File: config.mk
export PLATFORM = sky130hd
export DESIGN_NAME = irtcv_host
export DESIGN_NICKNAME = d
export VERILOG_FILES = /design/src/rtl/irtcv_host.sv
export SDC_FILE = /design/constraint.sdc
export NUM_CORES = 1
export LEC_CHECK = 0
export CAP_MARGIN = 20
export CORE_MARGIN = 2
export CORE_UTILIZATION = 46
export DETAILED_ROUTE_END_ITERATION = 7
export HOLD_SLACK_MARGIN = 0.03
export PLACE_DENSITY = 0.76
export SYNTH_ARGS = -nofsm -noshare
export SYNTH_HDL_FRONTEND = slang
export SYNTH_SLANG_ARGS = --single-unit
File: constraint.sdc
create_clock -name irtcv_clk -period 2 [get_ports irtcv_clk]
set_input_delay 0.4 -clock irtcv_clk [delete_from_list [all_inputs] [get_ports irtcv_clk]]
set_output_delay 0.4 -clock irtcv_clk [all_outputs]
set_load 0.005 [all_outputs]
File: src/rtl/irtcv_host.sv
// Fabric-side initiator for the IR transceiver: turns one valid/ready command into
// control-bus register cycles or exe/learn sequencing and returns one response.
module irtcv_host #(
    parameter int              AW     = 4,
    parameter int              DW     = 8,
    parameter logic [AW-1:0]   DR_ADR = 'h3,
    parameter int              TO_W   = 16,
    parameter logic [TO_W-1:0] TO_MAX = 16'hFFFF
) (
    input  logic          irtcv_clk,
    input  logic          irtcv_rst_async_n,
    input  logic          cmd_valid,
    output logic          cmd_ready,
    input  logic [1:0]    cmd_op,
    input  logic [AW-1:0] cmd_adr,
    input  logic [DW-1:0] cmd_wdat,
    output logic          rsp_valid,
    input  logic          rsp_ready,
    output logic [DW-1:0] rsp_data,
    output logic          rsp_err,
    output logic          irtcv_cs,
    output logic          irtcv_we,
    output logic          irtcv_den,
    output logic [AW-1:0] irtcv_adr,
    output logic [DW-1:0] irtcv_wdat,
    input  logic [DW-1:0] irtcv_rdat,
    output logic          irtcv_exe,
    output logic          irtcv_learn,
    input  logic          irtcv_busy,
    input  logic          irtcv_drdy,
    input  logic          irtcv_err
);
    localparam logic [1:0] OP_WR  = 2'b00;
    localparam logic [1:0] OP_RD  = 2'b01;
    localparam logic [1:0] OP_EXE = 2'b10;

    typedef enum logic [2:0] {
        S_IDLE, S_BUS, S_RDWAIT, S_RSP, S_EXE_START, S_EXE_WAIT, S_LRN_WAIT
    } state_t;

    state_t          r_state;
    logic [1:0]      r_op;
    logic [TO_W-1:0] r_cnt;
    logic            r_err_seen;
    logic            r_cmd_ready;
    logic            r_rsp_valid;
    logic [DW-1:0]   r_rsp_data;
    logic            r_rsp_err;
    logic            r_cs;
    logic            r_we;
    logic            r_den;
    logic [AW-1:0]   r_adr;
    logic [DW-1:0]   r_wdat;
    logic            r_exe;
    logic            r_learn;
    logic            w_to;

    // Timeout fires one count before saturation so each wait phase lasts exactly TO_MAX cycles.
    assign w_to = (TO_MAX != '0) && (r_cnt == TO_MAX - 1'b1);

    always_ff @(posedge irtcv_clk or negedge irtcv_rst_async_n) begin
        if (!irtcv_rst_async_n) begin
            r_state     <= S_IDLE;
            r_op        <= 2'b00;
            r_cnt       <= '0;
            r_err_seen  <= 1'b0;
            r_cmd_ready <= 1'b0;
            r_rsp_valid <= 1'b0;
            r_rsp_data  <= '0;
            r_rsp_err   <= 1'b0;
            r_cs        <= 1'b0;
            r_we        <= 1'b0;
            r_den       <= 1'b0;
            r_adr       <= '0;
            r_wdat      <= '0;
            r_exe       <= 1'b0;
            r_learn     <= 1'b0;
        end else begin
            if (r_cnt != TO_MAX) r_cnt <= r_cnt + 1'b1;
            case (r_state)
                S_IDLE: begin
                    r_cmd_ready <= 1'b1;
                    if (r_cmd_ready && cmd_valid) begin
                        r_cmd_ready <= 1'b0;
                        r_op        <= cmd_op;
                        r_cnt       <= '0;
                        if (cmd_op == OP_WR || cmd_op == OP_RD) begin
                            r_cs    <= 1'b1;
                            r_den   <= 1'b1;
                            r_we    <= (cmd_op == OP_WR);
                            r_adr   <= cmd_adr;
                            r_wdat  <= cmd_wdat;
                            r_state <= S_BUS;
                        end else if (cmd_op == OP_EXE) begin
                            r_exe   <= 1'b1;
                            r_state <= S_EXE_START;
                        end else begin
                            r_learn <= 1'b1;
                            r_state <= S_LRN_WAIT;
                        end
                    end
                end
                S_BUS: begin
                    r_cs  <= 1'b0;
                    r_den <= 1'b0;
                    r_we  <= 1'b0;
                    r_cnt <= '0;
                    if (r_op == OP_WR) begin
                        r_rsp_valid <= 1'b1;
                        r_rsp_data  <= '0;
                        r_rsp_err   <= 1'b0;
                        r_state     <= S_RSP;
                    end else begin
                        r_state <= S_RDWAIT;
                    end
                end
                S_RDWAIT: begin
                    r_rsp_valid <= 1'b1;
                    r_rsp_data  <= irtcv_rdat;
                    r_rsp_err   <= 1'b0;
                    r_cnt       <= '0;
                    r_state     <= S_RSP;
                end
                S_EXE_START: begin
                    if (irtcv_busy) begin
                        r_exe      <= 1'b0;
                        r_err_seen <= irtcv_err;
                        r_cnt      <= '0;
                        r_state    <= S_EXE_WAIT;
                    end else if (w_to) begin
                        r_exe       <= 1'b0;
                        r_rsp_valid <= 1'b1;
                        r_rsp_data  <= '0;
                        r_rsp_err   <= 1'b1;
                        r_cnt       <= '0;
                        r_state     <= S_RSP;
                    end
                end
                S_EXE_WAIT: begin
                    if (!irtcv_busy) begin
                        r_rsp_valid <= 1'b1;
                        r_rsp_data  <= '0;
                        r_rsp_err   <= r_err_seen | irtcv_err;
                        r_cnt       <= '0;
                        r_state     <= S_RSP;
                    end else if (w_to) begin
                        r_rsp_valid <= 1'b1;
                        r_rsp_data  <= '0;
                        r_rsp_err   <= 1'b1;
                        r_cnt       <= '0;
                        r_state     <= S_RSP;
                    end else begin
                        r_err_seen <= r_err_seen | irtcv_err;
                    end
                end
                S_LRN_WAIT: begin
                    // drdy wins over a coincident err: the learned data is still fetched.
                    if (irtcv_drdy) begin
                        r_learn <= 1'b0;
                        r_cs    <= 1'b1;
                        r_den   <= 1'b1;
                        r_we    <= 1'b0;
                        r_adr   <= DR_ADR;
                        r_cnt   <= '0;
                        r_state <= S_BUS;
                    end else if (irtcv_err || w_to) begin
                        r_learn     <= 1'b0;
                        r_rsp_valid <= 1'b1;
                        r_rsp_data  <= '0;
                        r_rsp_err   <= 1'b1;
                        r_cnt       <= '0;
                        r_state     <= S_RSP;
                    end
                end
                S_RSP: begin
                    if (rsp_ready) begin
                        r_rsp_valid <= 1'b0;
                        r_rsp_data  <= '0;
                        r_rsp_err   <= 1'b0;
                        r_cmd_ready <= 1'b1;
                        r_cnt       <= '0;
                        r_state     <= S_IDLE;
                    end
                end
                default: r_state <= S_IDLE;
            endcase
        end
    end

    assign cmd_ready   = r_cmd_ready;
    assign rsp_valid   = r_rsp_valid;
    assign rsp_data    = r_rsp_data;
    assign rsp_err     = r_rsp_err;
    assign irtcv_cs    = r_cs;
    assign irtcv_we    = r_we;
    assign irtcv_den   = r_den;
    assign irtcv_adr   = r_adr;
    assign irtcv_wdat  = r_wdat;
    assign irtcv_exe   = r_exe;
    assign irtcv_learn = r_learn;

endmodule

=== Yosys cells after proc, flatten, opt, wreduce, memory -nomap -nowiden ===
Index checks and enable logic that the tools add are counted.

* Equal/unequal tests: 26
* Reductions and logical operators: 23
* Add/sub/neg operators: 1
* Bitwise logic cells: 1
* Muxes and demuxes: 72

{| class="wikitable"
|+ Operator list
! kind !! number
|-
| 16-bit 2-to-1 mux || 8
|-
| 16-bit case mux with 6 select lines || 1
|-
| 8-bit 2-to-1 mux || 7
|-
| 8-bit case mux with 6 select lines || 1
|-
| 1-bit 2-to-1 mux || 33
|-
| 2-bit inequality test, second input constant || 14
|-
| 3-bit 2-to-1 mux || 8
|-
| 3-bit case mux with 7 select lines || 1
|-
| 16-bit by 1-bit adder with 16-bit output, second input constant || 1
|-
| 16-bit equality test, second input constant || 1
|-
| 16-bit inequality test, second input constant || 1
|-
| 4-bit 2-to-1 mux || 3
|-
| 1-bit case mux with 6 select lines || 2
|-
| 4-bit AND reduction || 3
|-
| 5-bit AND reduction || 2
|-
| 3-bit equality test, second input constant || 3
|-
| 1-bit case mux with 2 select lines || 4
|-
| 4-bit case mux with 2 select lines || 1
|-
| 2-bit nonzero test || 4
|-
| 3-bit by 2-bit equality test with 1-bit output, second input constant || 2
|-
| 3-bit inequality test, second input constant || 2
|-
| 1-bit case mux with 3 select lines || 2
|-
| 3-bit AND reduction || 2
|-
| 6-bit AND reduction || 1
|-
| other kinds (13) || 16
|}

* Bits of input ports: 29
* Flip-flop bits (word level): 49
* Logic and storage cells: 137

=== Longest topological paths before layout ===
Gate-level depths: netlist of the first run.

* Depth after elaboration: 5
* Mapped depth: 8
* Gate-level depth less buffers: 6

=== Worst setup path before layout of the first run ===
No wires, ideal clock.

* Path type: register -> register
* From: reg r_cnt[0]
* To: reg r_rsp_data[0] (netlist: rsp_data[0])
* Clock period less this slack: 2.014 ns
* Path buffers: 2
* Stages on the path, launching flop included: 9
* Slack: -0.014 ns
* Arrival time: 1.893 ns
* Cells stage by stage: dfrtp_1 > inv_1 > ha_1 > nand4_1 > or4_1 > buf_2 > a211o_1 > buf_6 > a22o_1

* Cells in the longest elaborated chain, start to end: 4
* Elaborated cells between the ends (all ways): 8
* Classes of those cells: 2 x eq/ne; 4 x mux; 2 x reduce/logical

{| class="wikitable"
|+ RTL lines
! item !! RTL line !! text
|-
| start: declaration || 43 || <nowiki>logic [TO_W-1:0] r_cnt;</nowiki>
|-
| start signal: assignment || 79 || <nowiki>if (r_cnt != TO_MAX) r_cnt <= r_cnt + 1'b1;</nowiki>
|-
| 16-bit equality test (*) || 59 || <nowiki>assign w_to = (TO_MAX != '0) && (r_cnt == TO_MAX - 1'b1);</nowiki>
|-
| 8-bit 2-to-1 mux or 1-bit logical OR (tied branches) || - ||
|-
| 8-bit 2-to-1 mux (tied with other cells) || - ||
|-
| 8-bit case mux with 6 select lines or 6-bit AND reduction (tied branches) || - ||
|-
| end signal: assignment || 119 || <nowiki>r_rsp_data <= irtcv_rdat;</nowiki>
|-
| end: declaration || 47 || <nowiki>logic [DW-1:0] r_rsp_data;</nowiki>
|}

Mark *: on every way between the ends. The rest lies on a longest branch, timed or not. The select of a mux whose other input is x is not followed.
A chain may end at the register's enable or synchronous reset.

=== Worst setup path after layout of the first run ===
* From: reg r_cnt[0]
* To: reg r_rsp_data[4] (netlist: rsp_data[4])

Same word-level chain as after synthesis.

==> results of run 1 <==
==> area by class of cell <==
type | count | area share
multi-input cells | 201 | 0.369
clock buffers | 5 | 0.0179
repair buffers | 109 | 0.254
well taps | 72 | 0.0234
clock inverters | 3 | 0.00553
inverters | 11 | 0.0107
flip-flops and latches | 49 | 0.319
==> synth_stat cells (all sizes together), types with 2 or more instances <==
cell type  number
or4             8
a21oi          14
o22a            2
nand2          21
nor4            6
a21o            2
nor2b           5
nor2           13
nor3            3
o21ai          11
a22oi          11
nor3b           4
nand4           7
inv            11
mux2i           4
a31oi           3
buf             8
clkbuf          9
dfrtp          49
ha              2
nand3          11
nand2b          7
a211o           2
or3             9
mux2           10
or2             2
o31ai           6
o21a            4
a22o            8
nand3b          2
a211oi          4
o211ai          3
==> power groups by stage <==
stage / combinational (uW) / sequential (uW) / clock (uW)
2_1_floorplan: 961 / 1490 / 0
3_3_place_gp: 1890 / 1510 / 0
3_5_place_dp: 1940 / 1520 / 0
4_1_cts: 1970 / 1510 / 634
5_1_grt: 2160 / 1550 / 672
6_report: 1970 / 1510 / 616
==> worst min path at each step <==
stage / from / to / slack (ns)
global placement: irtcv_rst_async_n / r_err_seen / 0.41
global route: irtcv_rst_async_n / r_state[1] / 0.08
floorplan: irtcv_rst_async_n / cmd_ready / 0.10
finish: irtcv_rst_async_n / r_state[1] / 0.06
detailed placement: irtcv_rst_async_n / r_state[1] / 0.41
CTS: irtcv_rst_async_n / r_state[1] / 0.07
==> timing repair <==
item | CTS | global route
hold endpoints to repair | 0 | 0
resized for setup | 4 | 5
endpoints found under the setup margin | 10 | 15
==> per-layer routing <==
layer	up-vias	GRT usage
met3	6	0.0444
li1	1249	-
met5	-	0
met4	0	0.0712
met1	1242	0.301
met2	67	0.380
==> state kept, by name (all words and copies together), names as in the netlist <==
| signal | flops |
|---|---|
| r_op | 2 |
| cmd_ready | 1 |
| irtcv_adr | 4 |
| irtcv_wdat | 8 |
| rsp_err | 1 |
| irtcv_we | 1 |
| r_state | 3 |
| irtcv_exe | 1 |
| irtcv_learn | 1 |
| rsp_data | 8 |
| r_err_seen | 1 |
| r_cnt | 16 |
| rsp_valid | 1 |
| irtcv_den | 1 |
==> cells by family after synthesis <==
kind of cell,after synthesis,share of synthesized area
xor gates and xnor gates,1,0.00322
AOI/OAI and AO/OA,81,0.216
buffers and inverters,28,0.0442
and+or+nand+nor,102,0.216
muxes,14,0.0562
adders and majority gates,3,0.0129
DFF,49,0.451
==> per-stage QoR <==
stage	setup slack [ns]	hold slack, ns	area [um2]	utilization	setup TNS, ns
floorplan	0.00599	0.104	2740	-	0
global placement	-0.0829	0.408	3720	0.663	-0.429
detailed placement	-0.113	0.411	3720	0.663	-0.985
CTS	0.0246	0.0702	3830	0.683	0
global route	-0.0497	0.0775	3850	0.686	-0.329
finish	0.0283	0.0619	3850	0.686	0
==> impl_summary.md, run 1 <==
Run status
The flow ran to the end, and the final reports show no timing, DRC or antenna violations.

Floorplan
The region available for standard cell placement spans 0.00561 mm2. The die boundary width is 80.9 um. The die footprint is around 0.0065 mm2. For this configuration, the core starts out at a cell density of 0.485. The I/O pin total is 57. The floorplan step set the die height to around 81 um. In this run the core area contains 27 standard-cell rows.

Finish
The multi-input combinational cells in the finished layout cover a total of ~0.0014 mm2. Leaving out fill and tap cells, the most frequent cells in the layout are 55 x sky130_fd_sc_hd__clkdlybuf4s50_1, 51 x sky130_fd_sc_hd__buf_4, 48 x sky130_fd_sc_hd__dfrtp_1. The net total in the final layout is just over 400.

The count of antenna diodes in the layout is 0. Leaving out filler cells and counting taps, the final layout contains 450. The library cell used most frequently in the layout, excluding fill and tap cells, is sky130_fd_sc_hd__clkdlybuf4s50_1. The fraction of layout instances using a drive strength above 1 is 0.238. Compared with the post-synthesis result, the final layout area differs by 41.6%. The combined flip-flop and latch cell area is 0.00123 mm2. The fill cell total of the finished layout is 448.

Pwr
For this design the total switching power over the nets is 1420 uW. The switching share of power is 0.346. The worst-case IR drop observed on VDD is between 0.5 and 0.6 mV. The design draws 4100 uW. The internal power of the cells totals approximately 2700 uW.

For this design the static power due to leakage is 0.00159 uW. For this design the ratio of total power to cell area is roughly 1100 mW/mm2. Of the total power, the clock network draws 0.150. The part of the power in registers is 0.368. The combinational group share of total power is 0.482.

Flow run
The max capacitance violation total is 0.

Critical path
The signal on the critical path passes through inv_2 > ha_4 > nand4_1 > or4_4 > a211o_4 > a22o_1. The data arrival time of the worst path is 2.17 ns. Along the worst path, the maximum fanout reaches 9. The worst setup path is captured at a flip-flop. For this run, the slowest stage of the critical path takes 0.47 ns. The launch point of the worst path is r_cnt[0]. The critical path crosses 6 cells after its start point.

At the worst endpoint, the required time is 2.20 ns. The dominant delay contributor by cell family on the critical path is compound AO/OA/AOI/OAI gates. The startpoint type of the worst setup path is a flip-flop. The largest individual stage delay along the critical path comes from the cell sky130_fd_sc_hd__or4_4.

The origin of the critical flop-to-flop path is r_cnt[0]. The capturing point of the worst reg2reg path is rsp_data[4]. The critical path is of the reg2reg type. The most critical setup path has its endpoint at rsp_data[4]. The number of buffer and inverter instances along the worst setup path is 1.

Across all register-to-register paths, the minimum setup slack is between 0.02 and 0.03 ns. The length in cells of the worst reg-to-reg path is 6.

Placed design
The number of placed cells counting well taps is 442. During placement, the flow inserted port buffers numbering 56. The detailed placement HPWL is 5190 um.

The global placement routability congestion is between 0.8 and 0.9.

Timing
The fraction of the cycle the final worst path needs is 0.986. At the pin with the least slew margin, the transition time is 0.517 ns. Setup repair after global routing could not meet its margin everywhere. The clock period minus worst slack is 1.97 ns. Setup violations remaining at the end of the flow were counted as 0. Timing would allow up to slightly above 500 MHz. On the final layout, the worst clock skew is 0.00768 ns.

The max-slew headroom at the worst pin is 0.652. The final number of max-transition violations is 0. The number of failing hold endpoints at the final stage is 0.

Clocking
Clock-pin slew was measured on the worst setup and hold paths at approximately 0.10 ns. After clock tree synthesis, the setup repair step added 0 buffers. The clock drives 49 sinks. TritonCTS built the clock tree. The number of clock buffers added by TritonCTS is 5. The later-pin clock latency in the skew report is 0.31 ns.

The clock tree root driver cell is sky130_fd_sc_hd__clkbuf_8. The hold buffer count at cts is 0. The longest clock path from root to sink contains 2 buffers. The clock tree synthesis step divided the H-tree into 2 levels.

Yosys
The synthesized netlist net count is 309. Counting flops with a built-in enable in the synthesized netlist gives 0. The fraction of synthesis flops using an asynchronous set or reset pin is 1.00. The share of the Yosys chip area taken by registers is 0.451. After synthesis, the cell types taking the most area are sky130_fd_sc_hd__dfrtp_1 45%, sky130_fd_sc_hd__mux2_2 4.1%, sky130_fd_sc_hd__a22oi_1 3.0%, sky130_fd_sc_hd__nand2_1 2.9%, sky130_fd_sc_hd__a22o_1 2.6%. Of the post-synthesis cell area, the dominant cell type holds 0.451. The cell accounting for the most synthesized area is sky130_fd_sc_hd__dfrtp_1. The number of different library cells used by synthesis comes to 56. The per-instance average area after synthesis is between 9 and 10 um2. In the synthesized netlist the dominant register cell turns out to be sky130_fd_sc_hd__dfrtp_1.

The number of warnings reported in the yosys synthesis log is 0. After synthesis the netlist holds a flip-flop and latch count of 49. The cell area after technology mapping is 0.00272 mm2. The cell count after synthesis is 278.

Min path
In this run the worst hold path is classified as in2async.

Global route
The first global-routing pass estimated roughly 12000 um of wire. The maximum number of pins on one net before global-route repair is 50. For this run, the total global-route usage over all layers was measured as 0.229. The initial antenna violation count came to 0.

The via count of the first global-routing pass is 2526. The leftover overflow at the end of global routing is 0.

Routing
Summed over all nets, wire length on met2 after detailed routing comes to roughly 3600 um. The highest layer used for signal routing is met4. In the final routed layout, each cell accounts on average for around 16 um. In the detailed route, the total length drawn on met3 is around 320 um. The number of DRC violations after detailed-routing iteration 0 is 240. After detailed routing, the number of remaining DRC violations is 0.

The detail route stage leaves a number of antenna-violating nets equal to 0. The via count is 2564. The total detailed-routing wirelength is 7100 um. Using the TritonRoute via totals, the vias-per-cell ratio works out to 5.70. The first TritonRoute pass finished after 4 iterations.

The routed length on met1 is 3100 um.
Power figures use the tool's default switching activity.
==> run 2, diff against run 1 <==
--- a/config.mk
+++ b/config.mk
@@ -7,10 +7,9 @@
 export LEC_CHECK = 0
 export CAP_MARGIN = 20
 export CORE_MARGIN = 2
-export CORE_UTILIZATION = 46
+export CORE_UTILIZATION = 30
 export DETAILED_ROUTE_END_ITERATION = 7
 export HOLD_SLACK_MARGIN = 0.03
-export PLACE_DENSITY = 0.76
 export SYNTH_ARGS = -nofsm -noshare
 export SYNTH_HDL_FRONTEND = slang
 export SYNTH_SLANG_ARGS = --single-unit
==> run 2 against run 1 <==
Routed wire length is 4.7% higher. Register-to-register slack about the same. Global-route usage is 7.6 points lower. First-iteration DRC count fell by 51%. Hold slack improved by 0.044 ns. Critical path depth increased by 2. Clock power up 3%. Critical endpoint is now r_cnt[13].
==> impl_summary.md, run 2 (synthesis gave the netlist of run 1 again) <==
Finish
The net total in the final layout is 415 (was 408). The fraction of layout instances using a drive strength above 1 is 0.255 (was 0.238). The total area of multi-input combinational cells was 0.00143 mm2 (was 0.00142 mm2). The combined flip-flop and latch cell area is 0.00123 mm2 (unchanged). The fill cell total of the finished layout is 852 (was 448). The final instance count without filler cells is 493 (was 450). The largest register by flop count is r_cnt (unchanged). The number of flip-flops under the largest register name is 16 (unchanged).

The area overhead of the layout relative to synthesis was 45.6% (was 41.6%). Highest-count cells in the layout ignoring fill and taps: 55 x sky130_fd_sc_hd__clkdlybuf4s50_1, 55 x sky130_fd_sc_hd__buf_4, 48 x sky130_fd_sc_hd__dfrtp_1 (was 55 x sky130_fd_sc_hd__clkdlybuf4s50_1, 51 x sky130_fd_sc_hd__buf_4, 48 x sky130_fd_sc_hd__dfrtp_1). The count of antenna diodes in the layout is 0 (unchanged).

Pwr
The cell leakage power came to 0.00163 uW (was 0.00159 uW). The combinational group share of total power is 0.477 (was 0.482). The switching power of the nets is 1430 uW (was 1420 uW). The switching share of power is 0.345 (was 0.346). The total internal power is 2710 uW (was 2680 uW). The part of the power in registers is 0.370 (was 0.368).

The share of total power in the clock network is 0.153 (was 0.150). The peak supply drop was 0.362 mV (was 0.510 mV). The ratio of total power to cell area is 1050 mW/mm2 (was 1060 mW/mm2).

Timing
The setup TNS is 0 ns (unchanged). The fraction of the cycle the final worst path needs is 0.989 (was 0.986). Setup repair after global routing missed its margin: true (unchanged). The final number of max-transition violations came to 0 (unchanged). The final worst setup slack was 0.0214 ns (was 0.0283 ns). The max-slew headroom at the worst pin was 0.553 (was 0.652). The clock period minus worst slack came to 1.98 ns (was 1.97 ns). The transition at the pin with the smallest max-transition slack came to 0.670 ns (was 0.517 ns). The maximum operating frequency is 505 MHz (was 507 MHz). The number of failing setup endpoints in the final timing report is 0 (unchanged). The number of failing hold endpoints at the final stage is 0 (unchanged). The setup clock skew after layout is 0.00806 ns (was 0.00768 ns).

Clocking
The count of H-tree levels built during CTS was 2 (unchanged). The clock tree root driver cell is sky130_fd_sc_hd__clkbuf_8 (unchanged). The CTS tree is built (unchanged). The clock transition at the register clock pins on the worst setup and hold paths after CTS is 0.10 ns (about the same).

The clock sink count is 49 (unchanged). The worst-case clock buffer depth came to 2 (unchanged). The later-pin clock latency in the skew report is 0.31 ns (about the same). The hold buffer count at cts is 0 (unchanged). The TritonCTS buffer count is 5 (unchanged).

Critical path
The cell type of the slowest stage on the worst timing path is sky130_fd_sc_hd__or4_4 (unchanged). The capturing point of the worst reg2reg path was r_cnt[13] (was rsp_data[4]). The largest fanout on the critical path is 4 (was 9). The worst setup slack for register-to-register paths came to 0.02 ns (was 0.03 ns). Critical path, cell by cell: inv_2 > ha_4 > nand4_1 > or4_4 > buf_6 > o2bb2ai_4 > buf_6 > o2bb2a_2 (was inv_2 > ha_4 > nand4_1 > or4_4 > a211o_4 > a22o_1). The number of buffer and inverter instances along the worst setup path is 3 (was 1).

The dominant delay contributor by cell family on the critical path is simple AND/OR/NAND/NOR gates (was compound AO/OA/AOI/OAI gates). The most used cell along the critical path is sky130_fd_sc_hd__buf_6. The worst stage delay on the critical path is 0.48 ns (was 0.47 ns). The required time reported for the critical path endpoint was 2.20 ns (about the same). The data arrival time of the worst path is 2.18 ns (was 2.17 ns). The origin of the critical flop-to-flop path is r_cnt[0] (unchanged).

The classification of the worst setup path is reg2reg (unchanged). The type of destination of the critical path is a flip-flop (unchanged). The length in cells of the worst reg-to-reg path is 8 (was 6). The startpoint type of the worst setup path is a flip-flop (unchanged).

Floorplan
The die boundary width is 99.2 um (was 80.9 um). The starting density of the core was 0.310 (was 0.485). The row count is 34 (was 27). The core footprint came to 0.00876 mm2 (was 0.00561 mm2).

The y dimension of the die is 99.2 um (was 80.9 um). The I/O pin total came to 57 (unchanged). The die footprint is 0.00984 mm2 (was 0.00654 mm2).

Placed design
The setup slack at placement is -0.0984 ns (was -0.113 ns). The global placement routability congestion was 0.822 (was 0.834). The number of placed cells counting well taps is 483 (was 442). The count of port buffers added during placement is 56 (unchanged). The detailed placement HPWL was 5530 um (was 5190 um).

Routing
The wire length per cell after detailed routing is 15.1 um (was 15.8 um). The number of design rule violations left after detail routing was 0 (unchanged). The total detailed-routing wirelength is 7440 um (was 7100 um). The number of DRC violations after detailed-routing iteration 0 came to 117 (was 240).

The number of detailed-routing iterations run before antenna repair was 4 (unchanged). The number of nets with antenna violations after detailed routing is 0 (unchanged). The detailed-route vias per instance is 5.25 (was 5.70). The via count is 2587 (was 2564).

Flow run
The max capacitance violation total is 0 (unchanged).

Global route
The initial antenna violation count is 0 (unchanged). The via count of the first global-routing pass is 2560 (was 2526). The total track usage is 0.152 (was 0.229). The leftover overflow at the end of global routing is 0 (unchanged). The maximum number of pins on one net before global-route repair is 27 (was 50).

The first-pass GRT wire length is 12300 um (was 11700 um).

Min path
The type of the most critical hold path was in2async (unchanged).

Run status
Run status: completed (unchanged).
## run 2: area by class of cell
class,count,share of cell area
tap,108,0.0341
clock inverter,3,0.00664
clock buffer,5,0.0174
sequential,49,0.310
inverter,11,0.0104
multi-input combinational,201,0.360
timing repair buffer,116,0.261
## run 2: how the worst max path moves through the flow
stage / cells past startpoint / slack, ns / start / endpoint
finish: 8 / 0.02 / r_cnt[0] / r_cnt[13]
global route: 8 / -0.03 / r_cnt[0] / r_cnt[13]
CTS: 8 / 0.02 / r_cnt[0] / r_cnt[13]
detailed placement: 5 / -0.1 / cmd_valid / irtcv_adr[3]
global placement: 5 / -0.08 / cmd_valid / irtcv_adr[2]
floorplan: 8 / 0.006 / r_cnt[0] / rsp_data[0]
## run 2: power groups by stage
stage               registers (uW)  logic (uW)  clock network (uW)
finish                        1530        1980                 636
global route                  1590        2170                 701
global placement              1540        1890                   0
floorplan                     1490         961                   0
CTS                           1530        1920                 660
detailed placement            1550        1910                   0
## run 2: what timing repair did
action,4_1_cts,5_1_grt
setup endpoints to repair,12,25
resized for setup,2,12
hold endpoints to repair,0,0
pin swaps,1,3
setup buffers,0,2
## run 2: per-stage QoR
stage | instance area (um2) | hold slack (ns) | util | power (uW)
after floorplan | 2740 | 0.104 | - | 2450
after global placement | 3790 | 0.467 | 0.432 | 3430
after detailed placement | 3790 | 0.474 | 0.432 | 3460
after CTS | 3890 | 0.126 | 0.444 | 4110
after global routing | 3960 | 0.155 | 0.452 | 4450
final | 3960 | 0.106 | 0.452 | 4150
## run 2: layer usage
layer  up-vias  routed length, um  global-route usage
li1       1260                  -                   -
met2        68               3690               0.256
met4         0                 74              0.0369
met3         6                375              0.0260
met1      1253               3290               0.206
met5         -                  0                   0
==> run 3, diff against run 2 <==
--- a/config.mk
+++ b/config.mk
@@ -9,6 +9,7 @@
 export CORE_MARGIN = 2
 export CORE_UTILIZATION = 30
 export DETAILED_ROUTE_END_ITERATION = 7
+export GPL_TIMING_DRIVEN = 0
 export HOLD_SLACK_MARGIN = 0.03
 export SYNTH_ARGS = -nofsm -noshare
 export SYNTH_HDL_FRONTEND = slang
==> run 3 against run 2 <==
Cell area up 0.19%. Hold slack worse by 0.070 ns. Clock skew up 0.0034 ns. Final cell count down 3.9%. Sequential power about the same. The flow now finishes with violations (setup timing). Die area unchanged. Critical endpoint is now rsp_data[4]. Routed wire length up 6.8%. Global-route usage up 0.58 points. Largest power group unchanged. Sequential cell count unchanged. Via count up 1.8%. Non-clock buffer count down 19.
==> impl_summary.md, run 3 (synthesis gave the netlist of run 1 again) <==
Pwr
The combinational group share of total power is 0.500 (was 0.477). The ratio of total power to cell area is 1070 mW/mm2 (was 1050 mW/mm2). The switching power of the nets is 1530 uW (was 1430 uW).

The cell leakage power was 0.00157 uW (was 0.00163 uW). The part of the power in registers is 0.354 (was 0.370). The share of total power in the clock network came to 0.146 (was 0.153). The peak supply drop is 0.329 mV (was 0.362 mV). The total internal power is 2710 uW (about the same). The switching share of power is 0.361 (was 0.345).

Clocking
The clock transition at the register clock pins on the worst setup and hold paths after CTS is 0.10 ns (about the same). The clock sink count was 49 (unchanged). The later-pin clock latency in the skew report is 0.31 ns (about the same). The worst-case clock buffer depth is 2 (unchanged). The count of H-tree levels built during CTS is 2 (unchanged). The TritonCTS buffer count is 5 (unchanged). The clock tree root driver cell is sky130_fd_sc_hd__clkbuf_8 (unchanged). The CTS tree is built (unchanged).

Finish
The net total in the final layout was 396 (was 415). The utilization after layout was 0.452 (about the same). The commonest non-fill, non-tap cell in the layout is sky130_fd_sc_hd__clkdlybuf4s50_1. The largest register by flop count is r_cnt (unchanged). Highest-count cells in the layout ignoring fill and taps: 53 x sky130_fd_sc_hd__clkdlybuf4s50_1, 38 x sky130_fd_sc_hd__dfrtp_1, 25 x sky130_fd_sc_hd__buf_4 (was 55 x sky130_fd_sc_hd__clkdlybuf4s50_1, 55 x sky130_fd_sc_hd__buf_4, 48 x sky130_fd_sc_hd__dfrtp_1). The fraction of layout instances using a drive strength above 1 is 0.292 (was 0.255).

The number of flip-flops under the largest register name is 16 (unchanged). The area overhead of the layout relative to synthesis is 45.9% (was 45.6%). The count of antenna diodes in the layout was 0 (unchanged).

Routing
The wire length per cell after detailed routing is 16.7 um (was 15.1 um). The via count is 2633 (was 2587). The number of design rule violations left after detail routing is 0 (unchanged). The total detailed-routing wirelength is 7940 um (was 7440 um).

The detailed-route vias per instance came to 5.55 (was 5.25). The number of detailed-routing iterations run before antenna repair was 6 (was 4). The number of DRC violations after detailed-routing iteration 0 is 155 (was 117). The number of nets with antenna violations after detailed routing is 0 (unchanged).

Placed design
The count of port buffers added during placement is 55 (was 56). The detailed placement HPWL is 5200 um (was 5530 um). The global placement routability congestion is 0.877 (was 0.822).

Critical path
The origin of the critical flop-to-flop path was r_cnt[0] (unchanged). The largest fanout on the critical path came to 4 (unchanged). The length in cells of the worst reg-to-reg path came to 7 (was 8). The launch point of the worst path is r_cnt[0] (unchanged). The capturing element of the worst setup path is rsp_data[4] (was r_cnt[13]). The capturing point of the worst reg2reg path is rsp_data[4] (was r_cnt[13]). The worst setup slack for register-to-register paths is -0.03 ns (was 0.02 ns). The type of destination of the critical path was a flip-flop (unchanged). The startpoint type of the worst setup path is a flip-flop (unchanged).

The data arrival time of the worst path came to 2.24 ns (was 2.18 ns). The classification of the worst setup path is reg2reg (unchanged). The required time reported for the critical path endpoint is 2.21 ns (was 2.20 ns).

Flow run
The max capacitance violation total is 0 (unchanged).

Timing
The fraction of the cycle the final worst path needs came to 1.02 (was 0.989). The max-slew headroom at the worst pin is 0.539 (was 0.553). The tightest hold margin is 0.0361 ns (was 0.106 ns). The maximum operating frequency was 492 MHz (was 505 MHz). The final worst setup slack is -0.0316 ns (was 0.0214 ns). The number of failing setup endpoints in the final timing report is 8 (was 0).

The clock period minus worst slack is 2.03 ns (was 1.98 ns). The transition at the pin with the smallest max-transition slack came to 0.685 ns (was 0.670 ns). The number of failing hold endpoints at the final stage was 0 (unchanged). The setup clock skew after layout is 0.0115 ns (was 0.00806 ns).

Setup repair after global routing missed its margin: true (unchanged). The final number of max-transition violations came to 0 (unchanged).

Run status
The final reports fail on setup timing. Run status: finished with violations (was completed).

Global route
The maximum number of pins on one net before global-route repair is 32 (was 27). The total track usage came to 0.158 (was 0.152). The via count of the first global-routing pass is 2477 (was 2560). The leftover overflow at the end of global routing is 0 (unchanged).

The initial antenna violation count is 0 (unchanged). The first-pass GRT wire length is 12600 um (was 12300 um).

Floorplan
The I/O pin total is 57 (unchanged). The y dimension of the die is 99.2 um (unchanged). The core footprint is 0.00876 mm2 (unchanged). The die footprint was 0.00984 mm2 (unchanged).

The die boundary width is 99.2 um (unchanged). The row count is 34 (unchanged). The starting density of the core is 0.310 (unchanged).

Min path
The type of the most critical hold path is in2async (unchanged).
run 3: area by class of cell:
cell class,instances,area [um2]
inverters,11,41.3
well taps,108,135
repair buffers,83,795
fillers,837,4800
plain buffers,14,86.3
flip-flops and latches,49,1240
clock buffers,5,68.8
clock inverters,3,21.3
multi-input cells,201,1580
run 3: how the worst min path moves through the flow:
stage,start,endpoint
6_report,irtcv_rst_async_n,r_state[1]
5_1_grt,irtcv_rst_async_n,r_state[1]
4_1_cts,irtcv_rst_async_n,r_state[1]
3_5_place_dp,irtcv_rst_async_n,r_state[1]
3_3_place_gp,rsp_data[5],rsp_data[5]
2_1_floorplan,irtcv_rst_async_n,cmd_ready
run 3: per-layer routing:
layer | part of all wire | routed length (um) | global-route usage | vias to the layer above
met1 | 0.41 | 3260 | 0.203 | 1312
met2 | 0.52 | 4110 | 0.272 | 89
met4 | 0.012 | 99 | 0.0432 | 0
li1 | - | - | - | 1221
met5 | 0 | 0 | 0 | -
met3 | 0.059 | 468 | 0.0309 | 11
run 3: metrics by stage:
step / power [uW] / cells / area [um2] / TNS [ns] / setup slack (ns)
after floorplan: 2450 / 278 / 2740 / 0 / 0.00599
after global placement: 3280 / 441 / 3420 / -61.03 / -1.01
after detailed placement: 3310 / 442 / 3440 / -11.15 / -0.423
after CTS: 4100 / 466 / 3760 / -0.895 / -0.109
after global routing: 4530 / 474 / 3970 / -1.28 / -0.0891
final: 4240 / 474 / 3970 / -0.153 / -0.0316
run 3: what timing repair did:
item / in CTS / in global routing
endpoints found under the setup margin: 39 / 42
cloned: 1 / 1
pin swaps: 3 / 14
buffers inserted: 15 / 10
hold buffers: 0 / 0
gates resized for setup: 27 / 41
run 3: critical path, cell delays in order, from the launching register on:
cell and delay, ns:
sky130_fd_sc_hd__dfrtp_1 0.40, sky130_fd_sc_hd__inv_2 0.08, sky130_fd_sc_hd__ha_4 0.13, sky130_fd_sc_hd__nand4_1 0.11
sky130_fd_sc_hd__or4_4 0.48, sky130_fd_sc_hd__a211o_4 0.37, sky130_fd_sc_hd__buf_6 0.13, sky130_fd_sc_hd__a22o_1 0.22
run 3: power by group through the flow:
stage          Combinational (uW)  Clock (uW)  Sequential, uW
6_report                     2120         619            1500
3_3_place_gp                 1800           0            1480
3_5_place_dp                 1820           0            1490
4_1_cts                      1980         643            1470
5_1_grt                      2300         683            1550
2_1_floorplan                 961           0            1490
